**src/rtl/fml_pkg.sv**
```systemverilog
// fml_pkg -- constants shared by every FML master, slave and arbiter.
//   FML_BEATS    : beats of 32 bits in one FML burst
//   FML_NMASTERS : number of masters an FML arbiter serves
//   fml_mid_t    : master index type for FML_NMASTERS masters
package fml_pkg;

  localparam int FML_BEATS    = 4;
  localparam int FML_NMASTERS = 4;

  typedef logic [$clog2(FML_NMASTERS)-1:0] fml_mid_t;

endpackage

```
**src/rtl/fml_arb4.sv**
```systemverilog
// fml_arb4 -- four-master round-robin arbiter in front of one FML slave port.
//
// Ports
//   sys_clk, sys_rst     : clock and synchronous active-high reset
//   mN_adr/stb/we        : master N address-phase request (N = 0..3)
//   mN_sel/di            : master N write byte enables / write data
//   mN_ack, mN_do        : master N acknowledge / read data (s_do broadcast)
//   s_adr/stb/we, s_ack  : slave address phase
//   s_sel/di, s_do       : slave write data path / read data
//
// The address phase follows the grant g; write data follows the burst owner w
// for the three beats after an ack, so the next address phase may overlap the
// tail of the previous write burst.
module fml_arb4
  import fml_pkg::*;
#(
  parameter int fml_depth = 26
) (
  input  logic                 sys_clk,
  input  logic                 sys_rst,

  input  logic [fml_depth-1:0] m0_adr,
  input  logic                 m0_stb,
  input  logic                 m0_we,
  output logic                 m0_ack,
  input  logic [3:0]           m0_sel,
  input  logic [31:0]          m0_di,
  output logic [31:0]          m0_do,

  input  logic [fml_depth-1:0] m1_adr,
  input  logic                 m1_stb,
  input  logic                 m1_we,
  output logic                 m1_ack,
  input  logic [3:0]           m1_sel,
  input  logic [31:0]          m1_di,
  output logic [31:0]          m1_do,

  input  logic [fml_depth-1:0] m2_adr,
  input  logic                 m2_stb,
  input  logic                 m2_we,
  output logic                 m2_ack,
  input  logic [3:0]           m2_sel,
  input  logic [31:0]          m2_di,
  output logic [31:0]          m2_do,

  input  logic [fml_depth-1:0] m3_adr,
  input  logic                 m3_stb,
  input  logic                 m3_we,
  output logic                 m3_ack,
  input  logic [3:0]           m3_sel,
  input  logic [31:0]          m3_di,
  output logic [31:0]          m3_do,

  output logic [fml_depth-1:0] s_adr,
  output logic                 s_stb,
  output logic                 s_we,
  input  logic                 s_ack,
  output logic [3:0]           s_sel,
  output logic [31:0]          s_di,
  input  logic [31:0]          s_do
);

  localparam int WCNT_W = $clog2(FML_BEATS);

  // Round-robin pick: first requester scanning cur+1, cur+2, cur+3, cur.
  // With excl_cur set the current master is left out of the scan. If nobody
  // qualifies the current grant is kept.
  function automatic fml_mid_t rr_pick(input logic [FML_NMASTERS-1:0] req,
                                       input fml_mid_t cur,
                                       input logic excl_cur);
    fml_mid_t res;
    fml_mid_t idx;
    logic     found;
    res   = cur;
    found = 1'b0;
    for (int k = 1; k <= FML_NMASTERS; k++) begin
      idx = cur + fml_mid_t'(k);
      if (!found && req[idx] && !(k == FML_NMASTERS && excl_cur)) begin
        res   = idx;
        found = 1'b1;
      end
    end
    return res;
  endfunction

  // Gather the per-master ports into arrays so the muxes index by master id.
  logic [fml_depth-1:0]    adr [FML_NMASTERS];
  logic [3:0]              sel [FML_NMASTERS];
  logic [31:0]             di  [FML_NMASTERS];
  logic [FML_NMASTERS-1:0] stb;
  logic [FML_NMASTERS-1:0] we;
  logic [FML_NMASTERS-1:0] ack;

  assign adr[0] = m0_adr;  assign adr[1] = m1_adr;
  assign adr[2] = m2_adr;  assign adr[3] = m3_adr;
  assign sel[0] = m0_sel;  assign sel[1] = m1_sel;
  assign sel[2] = m2_sel;  assign sel[3] = m3_sel;
  assign di[0]  = m0_di;   assign di[1]  = m1_di;
  assign di[2]  = m2_di;   assign di[3]  = m3_di;
  assign stb    = {m3_stb, m2_stb, m1_stb, m0_stb};
  assign we     = {m3_we, m2_we, m1_we, m0_we};

  fml_mid_t          g;      // address-phase grant
  fml_mid_t          w;      // owner of the write beats in flight
  logic [WCNT_W-1:0] wcnt;   // write beats still to come after the ack beat
  logic              ack_d;  // s_ack delayed one cycle

  always_ff @(posedge sys_clk) begin
    if (sys_rst) begin
      g     <= '0;
      w     <= '0;
      wcnt  <= '0;
      ack_d <= 1'b0;
    end else begin
      ack_d <= s_ack;
      // A new grant taken on the ack cycle is only visible next cycle,
      // where ack_d already holds s_stb low.
      if (s_ack || !stb[g])
        g <= rr_pick(stb, g, s_ack);
      if (s_ack) begin
        w    <= g;
        wcnt <= WCNT_W'(FML_BEATS - 1);
      end else if (wcnt != '0) begin
        wcnt <= wcnt - WCNT_W'(1);
      end
    end
  end

  // Address phase: purely from registered state and master inputs, so there
  // is no combinational path from s_ack into s_stb.
  assign s_adr = adr[g];
  assign s_we  = we[g];
  assign s_stb = stb[g] & ~ack_d & ~sys_rst;

  // Data phase: beat 0 comes from the acked master, beats 1..3 from w.
  fml_mid_t src;
  logic     sel_en;

  always_comb begin
    src    = g;
    sel_en = 1'b0;
    if (s_ack) begin
      sel_en = 1'b1;
    end else if (wcnt != '0) begin
      src    = w;
      sel_en = 1'b1;
    end
  end

  assign s_di  = di[src];
  assign s_sel = (sel_en && !sys_rst) ? sel[src] : 4'h0;

  generate
    for (genvar gi = 0; gi < FML_NMASTERS; gi++) begin : g_ack
      assign ack[gi] = s_ack & ~sys_rst & (g == fml_mid_t'(gi));
    end
  endgenerate

  assign m0_ack = ack[0];
  assign m1_ack = ack[1];
  assign m2_ack = ack[2];
  assign m3_ack = ack[3];

  // Read data goes to everyone; each master qualifies it with its own ack.
  assign m0_do = s_do;
  assign m1_do = s_do;
  assign m2_do = s_do;
  assign m3_do = s_do;

endmodule

```
**config.mk**
```make
export PLATFORM = sky130hd
export DESIGN_NAME = fml_arb4
export DESIGN_NICKNAME = d
export VERILOG_FILES = /design/src/rtl/fml_pkg.sv /design/src/rtl/fml_arb4.sv
export SDC_FILE = /design/constraint.sdc
export NUM_CORES = 1
export LEC_CHECK = 0
export ABC_AREA = 1
export BUFFER_PORTS_ARGS = -buffer_cell sky130_fd_sc_hd__buf_2
export CAP_MARGIN = 30
export CORE_AREA = 2 2 191 193
export CTS_CLUSTER_DIAMETER = 200
export DETAILED_ROUTE_END_ITERATION = 12
export DIE_AREA = 0 0 193 195
export PLACE_DENSITY_LB_ADDON = 0.1
export SLEW_MARGIN = 20
export SYNTH_ARGS = -nofsm -noshare
export SYNTH_HDL_FRONTEND = slang
export SYNTH_SLANG_ARGS = --single-unit
```
**constraint.sdc**
```tcl
create_clock -name sys_clk -period 2.4 [get_ports sys_clk]
set_clock_uncertainty 0.05 [all_clocks]
set_input_delay 0.12 -clock sys_clk [delete_from_list [all_inputs] [get_ports sys_clk]]
set_output_delay 0.12 -clock sys_clk [all_outputs]
set_load 0.02 [all_outputs]
```
After elaboration in Yosys (flattened, before gate mapping)
Cells that the tools add are included.

Bits in writable memories: 0. Bits in read-only memories: 0. Memories: 0. Register bits: 7. Bits in latches: 0.

Muxes and demuxes: 38. Magnitude comparators: 6. Reductions and logical operators: 17. Add/sub/neg operators: 4. Shift-type cells: 0. Divide/modulo/power cells: 0. Multiply operators: 0. Bitwise operators: 12. Equal/unequal tests: 3.

Operators with widths (count): 32-bit binary-select mux with 2-bit select (1); 32-bit 2-to-1 mux (2); 26-bit binary-select mux with 2-bit select (1); 26-bit 2-to-1 mux (2); 1-bit 2-to-1 mux (16); 2-bit 2-to-1 mux (7); 2-bit by 3-bit < comparator with 1-bit output (second input constant) (4); 4-bit 2-to-1 mux (3); 1-bit binary-select mux with 2-bit select (5); 4-bit binary-select mux with 2-bit select (1); 1-bit bitwise AND (7); 3-bit greater-or-equal comparator (second input constant) (2); 1-bit logical NOT (6); 2-bit NOT with 3-bit output (2); 1-bit logical AND (5); 2-bit adder (second input constant) (2); 2-bit == test (second input constant) (2); 2-bit nonzero test (2); 1-bit NOT (3); 3-bit AND reduction (1); 3-bit nonzero test (1); 2-bit by 1-bit adder with 2-bit output (second input constant) (1); 2-bit by 1-bit == test with 1-bit output (second input constant) (1); 2-bit logical NOT (1); 2 further kinds (2).

Logic depth before layout (Yosys ltp)
Gate-level depths: netlist of run 1.

Depth in word-level cells: 21. Mapped depth: 14. Depth with buffers taken out: 11.

Worst setup path after synthesis of run 1
OpenSTA, ideal clock, no wires.

Kind: flip-flop to flip-flop. Start point: reg g[0]. End point: reg g[1]. Clock period less this slack: 2015 ps. Setup slack: 385 ps. Cell stages (with the launch flop): 14. Arrival time: 1856 ps. Cells stage by stage: dfxtp_1 -> buf_4 -> inv_2 -> buf_2 -> buf_2 -> ha_1 -> inv_1 -> nand3_1 -> nand2_1 -> nand3_1 -> nand2_1 -> a21oi_1 -> nand2_1 -> inv_1.

Word-level cells in the longest chain between the ends: 21. Elaborated cells on any way between the ends: 35.

Ends and longest elaborated chain: start, declared (RTL line fml_arb4.sv:103) `fml_mid_t g;`; start signal, assigned (RTL line fml_arb4.sv:119) `g <= rr_pick(stb, g, s_ack);`; 2-bit by 1-bit adder with 2-bit output (RTL line fml_arb4.sv:77) `idx = cur + fml_mid_t'(k);`; 1-bit binary-select mux with 2-bit select (RTL line fml_arb4.sv:78) `if (!found && req[idx] && !(k == FML_NMASTERS && excl_cur)) begin`; 1-bit 2-to-1 mux (not written as such) (RTL line fml_arb4.sv:78); 1-bit 2-to-1 mux (RTL line fml_arb4.sv:78); 1-bit 2-to-1 mux (RTL line fml_arb4.sv:118) `if (s_ack || !stb[g])`; 1-bit 2-to-1 mux (RTL line fml_arb4.sv:109) `if (sys_rst) begin`; 1-bit logical NOT (RTL line fml_arb4.sv:78); 1-bit logical AND (RTL line fml_arb4.sv:78); [4 not listed]; 1-bit logical AND (RTL line fml_arb4.sv:78); 1-bit 2-to-1 mux (RTL line fml_arb4.sv:78); 1-bit 2-to-1 mux (RTL line fml_arb4.sv:118); 1-bit 2-to-1 mux (RTL line fml_arb4.sv:109); 1-bit logical NOT (RTL line fml_arb4.sv:78); 1-bit logical AND (2 in series) (RTL line fml_arb4.sv:78); 1-bit NOT (no line); 3-bit AND reduction (no line).

Parallel ways exist; a longest one is shown, timed or not. The select of a mux whose other input is x is not followed. A chain may end at the register's enable or synchronous reset.

Worst setup path in the final report of run 1
Start point: reg wcnt[0]. End point: out s_di[30].

Word-level cells in the longest chain between the ends: 7.

Ends and longest elaborated chain: start, declared (RTL line fml_arb4.sv:105) `logic [WCNT_W-1:0] wcnt;`; start signal, assigned (RTL line fml_arb4.sv:122) `wcnt <= WCNT_W'(FML_BEATS - 1);`; start signal, assigned (RTL line fml_arb4.sv:124) `wcnt <= wcnt - WCNT_W'(1);`; 2-bit nonzero test (RTL line fml_arb4.sv:144) `end else if (wcnt != '0) begin`; 2-bit 2-to-1 mux (RTL line fml_arb4.sv:144); 2-bit 2-to-1 mux (RTL line fml_arb4.sv:142) `if (s_ack) begin`; 2-bit NOT with 3-bit output (not written as such) (RTL line fml_arb4.sv:150) `assign s_di = di[src];`; 32-bit binary-select mux with 2-bit select (RTL line fml_arb4.sv:150); 32-bit 2-to-1 mux (not written as such) (2 in series) (RTL line fml_arb4.sv:150); end, declared (RTL line fml_arb4.sv:59) `output logic [31:0] s_di,`.

No other way between the ends. The select of a mux whose other input is x is not followed.

==> out/results.tsv, run 1 <==
stage	metric	value	unit
placed_design	RePlAce Congestion	0.695	
min_path	hold_sp	sys_rst	
logic_synthesis	Post-Synth Adder-Cell Area	1.88	%
logic_synthesis	synth unique cells	28	
logic_synthesis	XOR/XNOR share of the synthesized area	0	%
power_and_ir_drop	power per cell area	966	mW/mm^2
sta	Setup TNS Final	0	ns
die	FP Rows	69	
logic_synthesis	Synthesis Warnings	0	
clock_tree	clock buffer count from CTS	3	
sta	period utilization	93.4	%
die	die width	193	um
power_and_ir_drop	worst vdd ir	0.000283	V
final_layout	Final Util	13.5	%
placed_design	placed cells	1222	
drt	DR WL/cell	15.6	um
worst_setup_path	Critical Path RT	2.23	ns
clock_tree	clk buf depth	2	
worst_setup_path	CP Max Fanout	25	
drt	vias per cell	3.73	
global_route	GRT Util Overall	8.99	%
logic_synthesis	Simple-Gate Fraction of Synth Area	23.3	%
power_and_ir_drop	overall power	4.60	mW
sta	final-report max-slew violation count	0	
placed_design	DP Area	0.00455	sq mm
clock_tree	Worst-path clk slew	0.04	ns
drt	DRT antenna net count	0	
logic_synthesis	post-synthesis sequential area ratio	4.21	%
placed_design	IO Port Bufs	326	
final_layout	layout cell share with drive strength beyond 1	48.1	%
worst_setup_path	R2R depth	10	
die	Initial Util	9.40	%
sta	fin worst setup slack	0.159	ns
final_layout	area delta synth->final	43.2	%
final_layout	antenna diode count	0	
logic_synthesis	largest family of logic cells by synthesized area	buffers and inverters	
logic_synthesis	number of synthesized register bits	7	
sta	Slew HR	68.5	%
die	Die H	195	um
drt	routed wire length	19300	um
power_and_ir_drop	leakage	2.33	nW
global_route	largest net degree at the start of global routing	63	
sta	clock period minus worst slack	2.24	ns
clock_tree	Clock Sinks	7	
final_layout	Layout Cells excl Fill	1238	
logic_synthesis	post-synthesis instance total	588	
die	I/O Pins	487	
sta	WHS	0.0993	ns
worst_setup_path	r2r setup slk	0.57	ns
global_route	initial antenna violation count	4	
worst_setup_path	RR Startpoint	g[1]	
min_path	Hold Crit Class	primary input to flip-flop	
clock_tree	H-tree depth	1	
die	DIE AREA	0.0376	sq mm
logic_synthesis	Syn Std Cell Area	0.00333	sq mm
drt	1st-iter DRT viols	133	
die	core area	0.0354	sq mm
status	run status	complete, no violations	
logic_synthesis	post-synthesis compound-gate area fraction	32.7	%
final_layout	Layout Nets	1074	
drt	drt first pass iters	4	
placed_design	pre-CTS setup slack	0.247	ns
clock_tree	worst skew pair latency	0.23	ns
logic_synthesis	multiplexer share of the synthesized area	0	%
logic_synthesis	net count after synthesis	884	
final_layout	Design Area, Final	0.00476	sq mm
global_route	global route overflow	0	
clock_tree	Root Driver	clkbuf_16	
worst_setup_path	WP data arrival	2.07	ns
global_route	first-pass GRT wire length	26100	um
clock_tree	TritonCTS clock tree	done	
worst_setup_path	crit end category	primary output	
sta	final number of hold-violating endpoints	0	
sta	Fmax	0.446	GHz
placed_design	Detail Placement HPWL	15600	um
logic_synthesis	Synth Area per Inst	5.66	sq um
drt	Residual DRC	0	
worst_setup_path	startpoint types	flip-flop	
clock_tree	hold-fix buffers at CTS	0	
sta	Worst Tran Pin Value	0.468	ns
flow_run	Max Cap Viol	0	
global_route	vias in the first global route	4603	
sta	Final setup viols	0	
worst_setup_path	Crit Path Class	flip-flop to primary output	
min_path	hold endpoint	g[0]	
min_path	Min-Delay Path Depth	2	
drt	Vias	4622	
sta	unrepaired setup endpoints after global routing	false	
worst_setup_path	r2r endpoint	g[1]	
flip-flops by register name (all words and copies together), names as in the netlist:
signal  count
g           2
w           2
wcnt        2
ack_d       1
cells by family after synthesis:
kind of cell,after synthesis
compound gates,199
fa+ha+maj,5
buf+inv,188
flops,7
simple gates,189
synthesized netlist by cell type:
library cell,count,share of area [%]
nor2_1,129,15
inv_6,1,0.26
clkbuf_2,1,0.15
buf_6,4,1.4
o21ai_0,115,17
nand2_1,30,3.4
clkbuf_1,12,1.4
nand3_1,16,2.4
buf_1,1,0.11
nand2_2,1,0.19
nor2_4,1,0.34
or2_2,4,0.75
o21ai_1,11,1.7
a21oi_1,8,1.2
o211ai_1,4,0.90
buf_4,133,30
buf_2,17,2.6
a221oi_1,1,0.26
nor3_1,1,0.15
nand4_1,2,0.38
o21ai_2,1,0.26
ha_1,5,1.9
nand2_4,1,0.34
nor2_2,4,0.75
inv_1,16,1.8
dfxtp_1,7,4.2
o22ai_1,59,11
inv_2,3,0.34
worst max path at each step:
stage / startpoint / end / cells after the start
CTS: wcnt[0] / s_sel[0] / 13
detailed placement: wcnt[0] / s_di[30] / 10
finish: wcnt[0] / s_di[30] / 10
floorplan: g[0] / g[1] / 13
global placement: wcnt[0] / s_di[30] / 10
global route: wcnt[0] / s_di[29] / 9
final cells by class:
class	instances	area, sq um
fill	4299	30600
multi-input combinational	393	1940
timing repair buffer	352	1930
tap	461	577
sequential	7	141
inverter	20	87.6
clock buffer	4	78.8
timing repair inverter	1	8.76
critical path: stages, from the launching register on:
cell	delay (ns)
dfxtp_1	0.29
inv_1	0.06
ha_2	0.21
nor2_4	0.15
nand2_1	0.15
nand2_8	0.14
buf_16	0.17
buf_4	0.17
o21ai_0	0.08
o22ai_1	0.19
buf_2	0.20
routing by layer:
| layer | GRT usage [%] | wire [um] |
|---|---|---|
| met5 | 0 | 57 |
| met4 | 0.645 | 89 |
| met3 | 4.30 | 2790 |
| met2 | 16.8 | 9430 |
| met1 | 9.37 | 6960 |
cells in the final DEF, fill, tap and decap left out, drive strengths merged, types with 2 or more instances in the layout:
master,Yosys,layout
o211ai,4,4
or2,4,4
nand4,2,2
clkbuf,13,6
ha,5,5
inv,20,20
o22ai,59,59
dfxtp,7,7
nor2,134,134
buf,155,350
o21ai,127,127
nand2,32,32
nand3,16,16
a21oi,8,8
where the power goes:
part / total (mW) / switching, mW / internal (mW)
Sequential: 0.165 / 0.0220 / 0.143
Clock: 0.285 / 0.0641 / 0.221
Combinational: 4.15 / 2.71 / 1.44
Total: 4.60 / 2.79 / 1.81
what timing repair did:
action,CTS,global route
pin swaps,0,4
gates resized for setup,0,7
endpoints found under the setup margin,2,25
setup buffers,0,10
cloned,0,2
No activity file was read; power rests on OpenSTA's default activity.
==> run 2: changes to the inputs <==
--- a/config.mk
+++ b/config.mk
@@ -13,7 +13,6 @@
 export DETAILED_ROUTE_END_ITERATION = 12
 export DIE_AREA = 0 0 193 195
 export PLACE_DENSITY_LB_ADDON = 0.1
-export SLEW_MARGIN = 20
 export SYNTH_ARGS = -nofsm -noshare
 export SYNTH_HDL_FRONTEND = slang
 export SYNTH_SLANG_ARGS = --single-unit
==> constraint.sdc (replaced) <==
create_clock -name sys_clk -period 2.4 [get_ports sys_clk]
set_clock_uncertainty 0.05 [all_clocks]
set_input_delay 0.24 -clock sys_clk [delete_from_list [all_inputs] [get_ports sys_clk]]
set_output_delay 0.24 -clock sys_clk [all_outputs]
set_load 0.02 [all_outputs]
==> run 2 against run 1 <==
Largest power group unchanged. Clock power is essentially flat. Design area rose by 5.8%. Critical endpoint is now s_di[7]. Sequential share of layout area decreased by 0.11 points. Utilization grew 0.78 points. Sequential power about the same. Fmax fell by 1.5%.
==> out/results.tsv, run 2 (synthesized netlist as in run 1, its figures left out) <==
stage	metric	value	unit
power_and_ir_drop	Seq pwr share	3.4	%
worst_setup_path	crit end category	primary output	
final_layout	Final Util	14.2	%
placed_design	Detail Placement HPWL	15300	um
flow_run	Max Cap Viol	0	
final_layout	layout cell share with drive strength beyond 1	51.3	%
final_layout	most common cell after layout, fill and taps aside	buf_2	
worst_setup_path	CP max-delay cell	dfxtp_2	
drt	1st-iter DRT viols	95	
clock_tree	worst skew pair latency	0.23	ns
drt	DR WL/cell	15.8	um
final_layout	Design Area, Final	0.00504	sq mm
final_layout	antenna diode count	0	
sta	clock period minus worst slack	2.28	ns
final_layout	Layout Cells excl Fill	1243	
worst_setup_path	cell family with most CP delay	buffers and inverters	
worst_setup_path	startpoint types	flip-flop	
power_and_ir_drop	switching fraction of total power	58.7	%
drt	Vias	4702	
power_and_ir_drop	Clock power frac	5.8	%
drt	vias per cell	3.78	
final_layout	most frequent cells in the layout	buf_2 (309), nor2_1 (120), o21ai_0 (102)	
final_layout	Largest regs	g x2, w x2, wcnt x2	
power_and_ir_drop	Logic pwr share	90.8	%
die	core area	0.0354	sq mm
clock_tree	Worst-path clk slew	0.04	ns
die	I/O Pins	487	
power_and_ir_drop	leakage	2.43	nW
placed_design	DP Area	0.00454	sq mm
final_layout	area delta synth->final	51.5	%
global_route	initial antenna violation count	1	
sta	Final setup viols	0	
sta	final number of hold-violating endpoints	0	
min_path	Hold Crit Class	primary input to flip-flop	
drt	drt first pass iters	5	
worst_setup_path	worst path bufs/invs	5	
worst_setup_path	CP Max Fanout	12	
global_route	largest net degree at the start of global routing	63	
status	run status	complete, no violations	
drt	DRT antenna net count	0	
worst_setup_path	Critical Path RT	2.11	ns
sta	Fmax	0.439	GHz
placed_design	IO Port Bufs	326	
clock_tree	clk buf depth	2	
power_and_ir_drop	NetSw	2.90	mW
clock_tree	Root Driver	clkbuf_16	
sta	final-report max-slew violation count	0	
worst_setup_path	crit path cell chain	inv_2 -> ha_4 -> nor2_4 -> inv_2 -> nand2_4 -> nand2_8 -> buf_4 -> clkbuf_16 -> o21ai_0 -> o22ai_1 -> buf_4	
power_and_ir_drop	power per cell area	982	mW/mm^2
power_and_ir_drop	worst vdd ir	0.000298	V
final_layout	Layout Nets	1079	
clock_tree	H-tree depth	1	
die	FP Rows	69	
clock_tree	hold-fix buffers at CTS	0	
placed_design	placed cells	1221	
global_route	vias in the first global route	4723	
global_route	GRT Util Overall	9.20	%
die	Die H	195	um
clock_tree	Clock Sinks	7	
sta	unrepaired setup endpoints after global routing	true	
die	die width	193	um
die	DIE AREA	0.0376	sq mm
worst_setup_path	Crit Path Class	flip-flop to primary output	
worst_setup_path	CP max stage delay	0.31	ns
clock_tree	TritonCTS clock tree	done	
global_route	global route overflow	0	
drt	routed wire length	19700	um
sta	Worst Tran Pin Value	0.604	ns
die	Initial Util	9.40	%
global_route	first-pass GRT wire length	26900	um
placed_design	RePlAce Congestion	0.721	
worst_setup_path	WP data arrival	1.99	ns
clock_tree	clock buffer count from CTS	3	
power_and_ir_drop	Internal Power	2.04	mW
sta	Slew HR	59.5	%
sta	period utilization	94.8	%
drt	Residual DRC	0	
==> run 2: repair_timing <==
action / CTS / global route
resized for setup: 18 / 52
endpoints found under the setup margin: 27 / 36
gates cloned: 2 / 3
setup buffers: 3 / 12
pin swaps: 6 / 10
==> run 2: final timing paths <==
path         cells past startpoint     from  endpoint  slack, ns
min reg2reg                      2  wcnt[0]   wcnt[0]       0.43
min                              2  sys_rst      g[0]       0.23
max                             11  wcnt[1]   s_di[7]       0.12
max reg2reg                     11     g[1]      g[1]       0.42
==> run 2: layer usage <==
metal	track usage (%)	vias up	share of wire (%)	wire length [um]
met5	0	-	0.041	8
met4	0.505	2	0.18	36
met3	3.56	4	13	2470
met2	17.6	350	49	9690
met1	9.86	2083	38	7480
li1	-	2263	-	-
==> run 2: cell type report <==
class	count	area, sq um
Clock buffer	4	78.8
Fill cell	4223	30400
Timing Repair Buffer	357	2090
Tap cell	461	577
Timing Repair inverter	1	11.3
Multi-Input combinational cell	393	2030
Inverter	20	101
Sequential cell	7	144
==> run 2: worst register-to-register path, cell delays in order, from the launching register on <==
cell     delay (ns)
dfxtp_1        0.30
inv_1          0.20
buf_4          0.23
ha_1           0.28
inv_1          0.15
nand3_1        0.09
nand2_1        0.14
nand3_1        0.15
nand2_1        0.12
a21oi_1        0.06
nand2_1        0.08
inv_1          0.04
==> run 2: power by group through the flow <==
stage          Combinational, mW  Sequential (mW)  Clock (mW)
5_1_grt                     4.97            0.173       0.302
6_report                    4.49            0.168       0.285
2_1_floorplan               2.88            0.159           0
3_5_place_dp                4.05            0.166           0
3_3_place_gp                4.14            0.168           0
4_1_cts                     4.32            0.167       0.293
==> run 2: through the flow <==
step / setup WS, ns / hold WS, ns / power (mW) / TNS, ns
after global routing: -0.0145 / 0.250 / 5.44 / -0.0201
after floorplan: 0.385 / 0.262 / 3.04 / 0
after detailed placement: 0.0922 / 0.423 / 4.21 / 0
after CTS: -0.0257 / 0.233 / 4.78 / -0.0358
after global placement: 0.131 / 0.430 / 4.31 / 0
final: 0.124 / 0.230 / 4.94 / 0
==> run 3: changes to the inputs <==
--- a/config.mk
+++ b/config.mk
@@ -12,6 +12,7 @@
 export CTS_CLUSTER_DIAMETER = 200
 export DETAILED_ROUTE_END_ITERATION = 12
 export DIE_AREA = 0 0 193 195
+export GPL_TIMING_DRIVEN = 0
 export PLACE_DENSITY_LB_ADDON = 0.1
 export SYNTH_ARGS = -nofsm -noshare
 export SYNTH_HDL_FRONTEND = slang
==> run 3 against run 2 <==
Total power rose by 14%. Via count grew 20%. Cell count rose by 23%. Combinational power rose by 15%. Worst setup slack got worse by 0.056 ns. Utilization is 4.9 points higher.
==> out/results.tsv, run 3 (synthesized netlist as in run 1, its figures left out) <==
stage	metric	value	unit
worst_setup_path	Critical Path RT	2.11	ns
clock_tree	Root Driver	clkbuf_16	
final_layout	multi-input logic area	0.00205	sq mm
clock_tree	Worst-path clk slew	0.04	ns
final_layout	FF+latch area	144	sq um
worst_setup_path	CP Max Fanout	10	
die	die width	193	um
worst_setup_path	crit path from	wcnt[1]	
worst_setup_path	Crit Path Class	flip-flop to primary output	
drt	vias per cell	3.71	
status	run status	complete, no violations	
sta	Setup TNS Final	0	ns
final_layout	most common cell after layout, fill and taps aside	buf_2	
final_layout	fillers	4187	
sta	Slew HR	64.9	%
power_and_ir_drop	Clock power frac	5.1	%
placed_design	RePlAce Congestion	0.755	
sta	Final setup viols	0	
final_layout	layout cell share with drive strength beyond 1	63.2	%
drt	Vias	5655	
clock_tree	Clock Sinks	7	
power_and_ir_drop	Internal Power	2.34	mW
die	FP Rows	69	
min_path	Min-Delay Path Depth	2	
power_and_ir_drop	Seq pwr share	3.1	%
global_route	initial antenna violation count	2	
final_layout	Largest regs	g x2, w x2, wcnt x2	
drt	1st-iter DRT viols	152	
drt	drt first pass iters	4	
worst_setup_path	RR Startpoint	g[0]	
sta	period utilization	97.2	%
drt	DR WL/cell	15.6	um
min_path	hold_sp	sys_rst	
sta	fin worst setup slack	0.0676	ns
sta	unrepaired setup endpoints after global routing	true	
drt	Residual DRC	0	
sta	Worst Tran Pin Value	0.527	ns
clock_tree	clk buf depth	2	
global_route	first-pass GRT wire length	32200	um
global_route	global route overflow	0	
die	core area	0.0354	sq mm
power_and_ir_drop	NetSw	3.28	mW
sta	final number of hold-violating endpoints	0	
sta	final-report max-slew violation count	0	
clock_tree	TritonCTS clock tree	done	
global_route	GRT Util Overall	11.0	%
power_and_ir_drop	power per cell area	832	mW/mm^2
global_route	vias in the first global route	5677	
power_and_ir_drop	overall power	5.62	mW
worst_setup_path	WP data arrival	2.04	ns
clock_tree	H-tree depth	1	
die	Die H	195	um
worst_setup_path	R2R depth	13	
sta	Fmax	0.429	GHz
worst_setup_path	crit end category	primary output	
power_and_ir_drop	leakage	3.62	nW
clock_tree	worst skew pair latency	0.23	ns
clock_tree	clock buffer count from CTS	3	
placed_design	pre-CTS setup slack	-0.409	ns
die	I/O Pins	487	
flow_run	Max Cap Viol	0	
sta	clock period minus worst slack	2.33	ns
power_and_ir_drop	switching fraction of total power	58.4	%
placed_design	Detail Placement HPWL	20300	um
min_path	Hold Crit Class	primary input to flip-flop	
drt	DRT antenna net count	0	
global_route	largest net degree at the start of global routing	12	
placed_design	IO Port Bufs	454	
die	Initial Util	9.40	%
sta	WHS	0.206	ns
final_layout	area delta synth->final	103	%
worst_setup_path	startpoint types	flip-flop	
final_layout	Layout Nets	1358	
power_and_ir_drop	Logic pwr share	91.8	%
die	DIE AREA	0.0376	sq mm
power_and_ir_drop	worst vdd ir	0.000426	V
final_layout	most frequent cells in the layout	buf_2 (438), buf_4 (157), nor2_1 (129)	
drt	routed wire length	23800	um
[run 3: area by class of cell]
| class | count | area share [%] |
|---|---|---|
| repair buffers | 467 | 37.4 |
| multi-input cells | 394 | 30.4 |
| plain buffers | 168 | 18.8 |
| well taps | 461 | 8.54 |
| flip-flops and latches | 7 | 2.13 |
| inverters | 20 | 1.35 |
| clock buffers | 4 | 1.17 |
| repair inverters | 1 | 0.241 |
| diodes | 1 | 0.0370 |
[run 3: per-stage QoR]
stage          instances  cell area, sq um  utilization [%]
2_1_floorplan        588              3330                -
3_3_place_gp        1503              6170             17.4
3_5_place_dp        1504              6180             17.5
4_1_cts             1512              6420             18.1
5_1_grt             1523              6760             19.1
6_report            1523              6760             19.1
[run 3: timing repair]
action	in CTS	in global routing
setup endpoints to repair	56	40
hold buffers	0	0
resized for setup	37	73
cloned	0	3
pin swaps	6	18
buffers inserted	4	7
[run 3: layer usage]
metal	track usage [%]	share of wire, %	vias to the layer above
met5	0	0.029	-
li1	-	-	2822
met1	10.8	35	2496
met2	22.8	54	315
met3	2.48	9.3	20
met4	2.44	1.7	2
[run 3: power groups by stage]
stage,Sequential (mW),Combinational (mW),Clock (mW)
after floorplan,0.159,2.88,0
after global placement,0.168,4.70,0
after detailed placement,0.169,4.62,0
after CTS,0.174,4.83,0.293
after global routing,0.180,5.63,0.305
final,0.176,5.16,0.288
[run 3: final timing paths]
check / to / slack [ns]
hold reg to reg: wcnt[0] / 0.43
hold / removal: g[0] / 0.21
setup reg to reg: g[1] / 0.25
setup / recovery: s_di[9] / 0.07
[run 3: worst max-delay path, cell delays in order, from the launching register on]
cell and delay (ns):
dfxtp_2 0.31, inv_2 0.05, ha_4 0.16, nor2_4 0.18, nand2_1 0.13, o21ai_4 0.13, buf_12 0.15, buf_4 0.16
o21ai_0 0.12, o22ai_2 0.26, buf_6 0.16
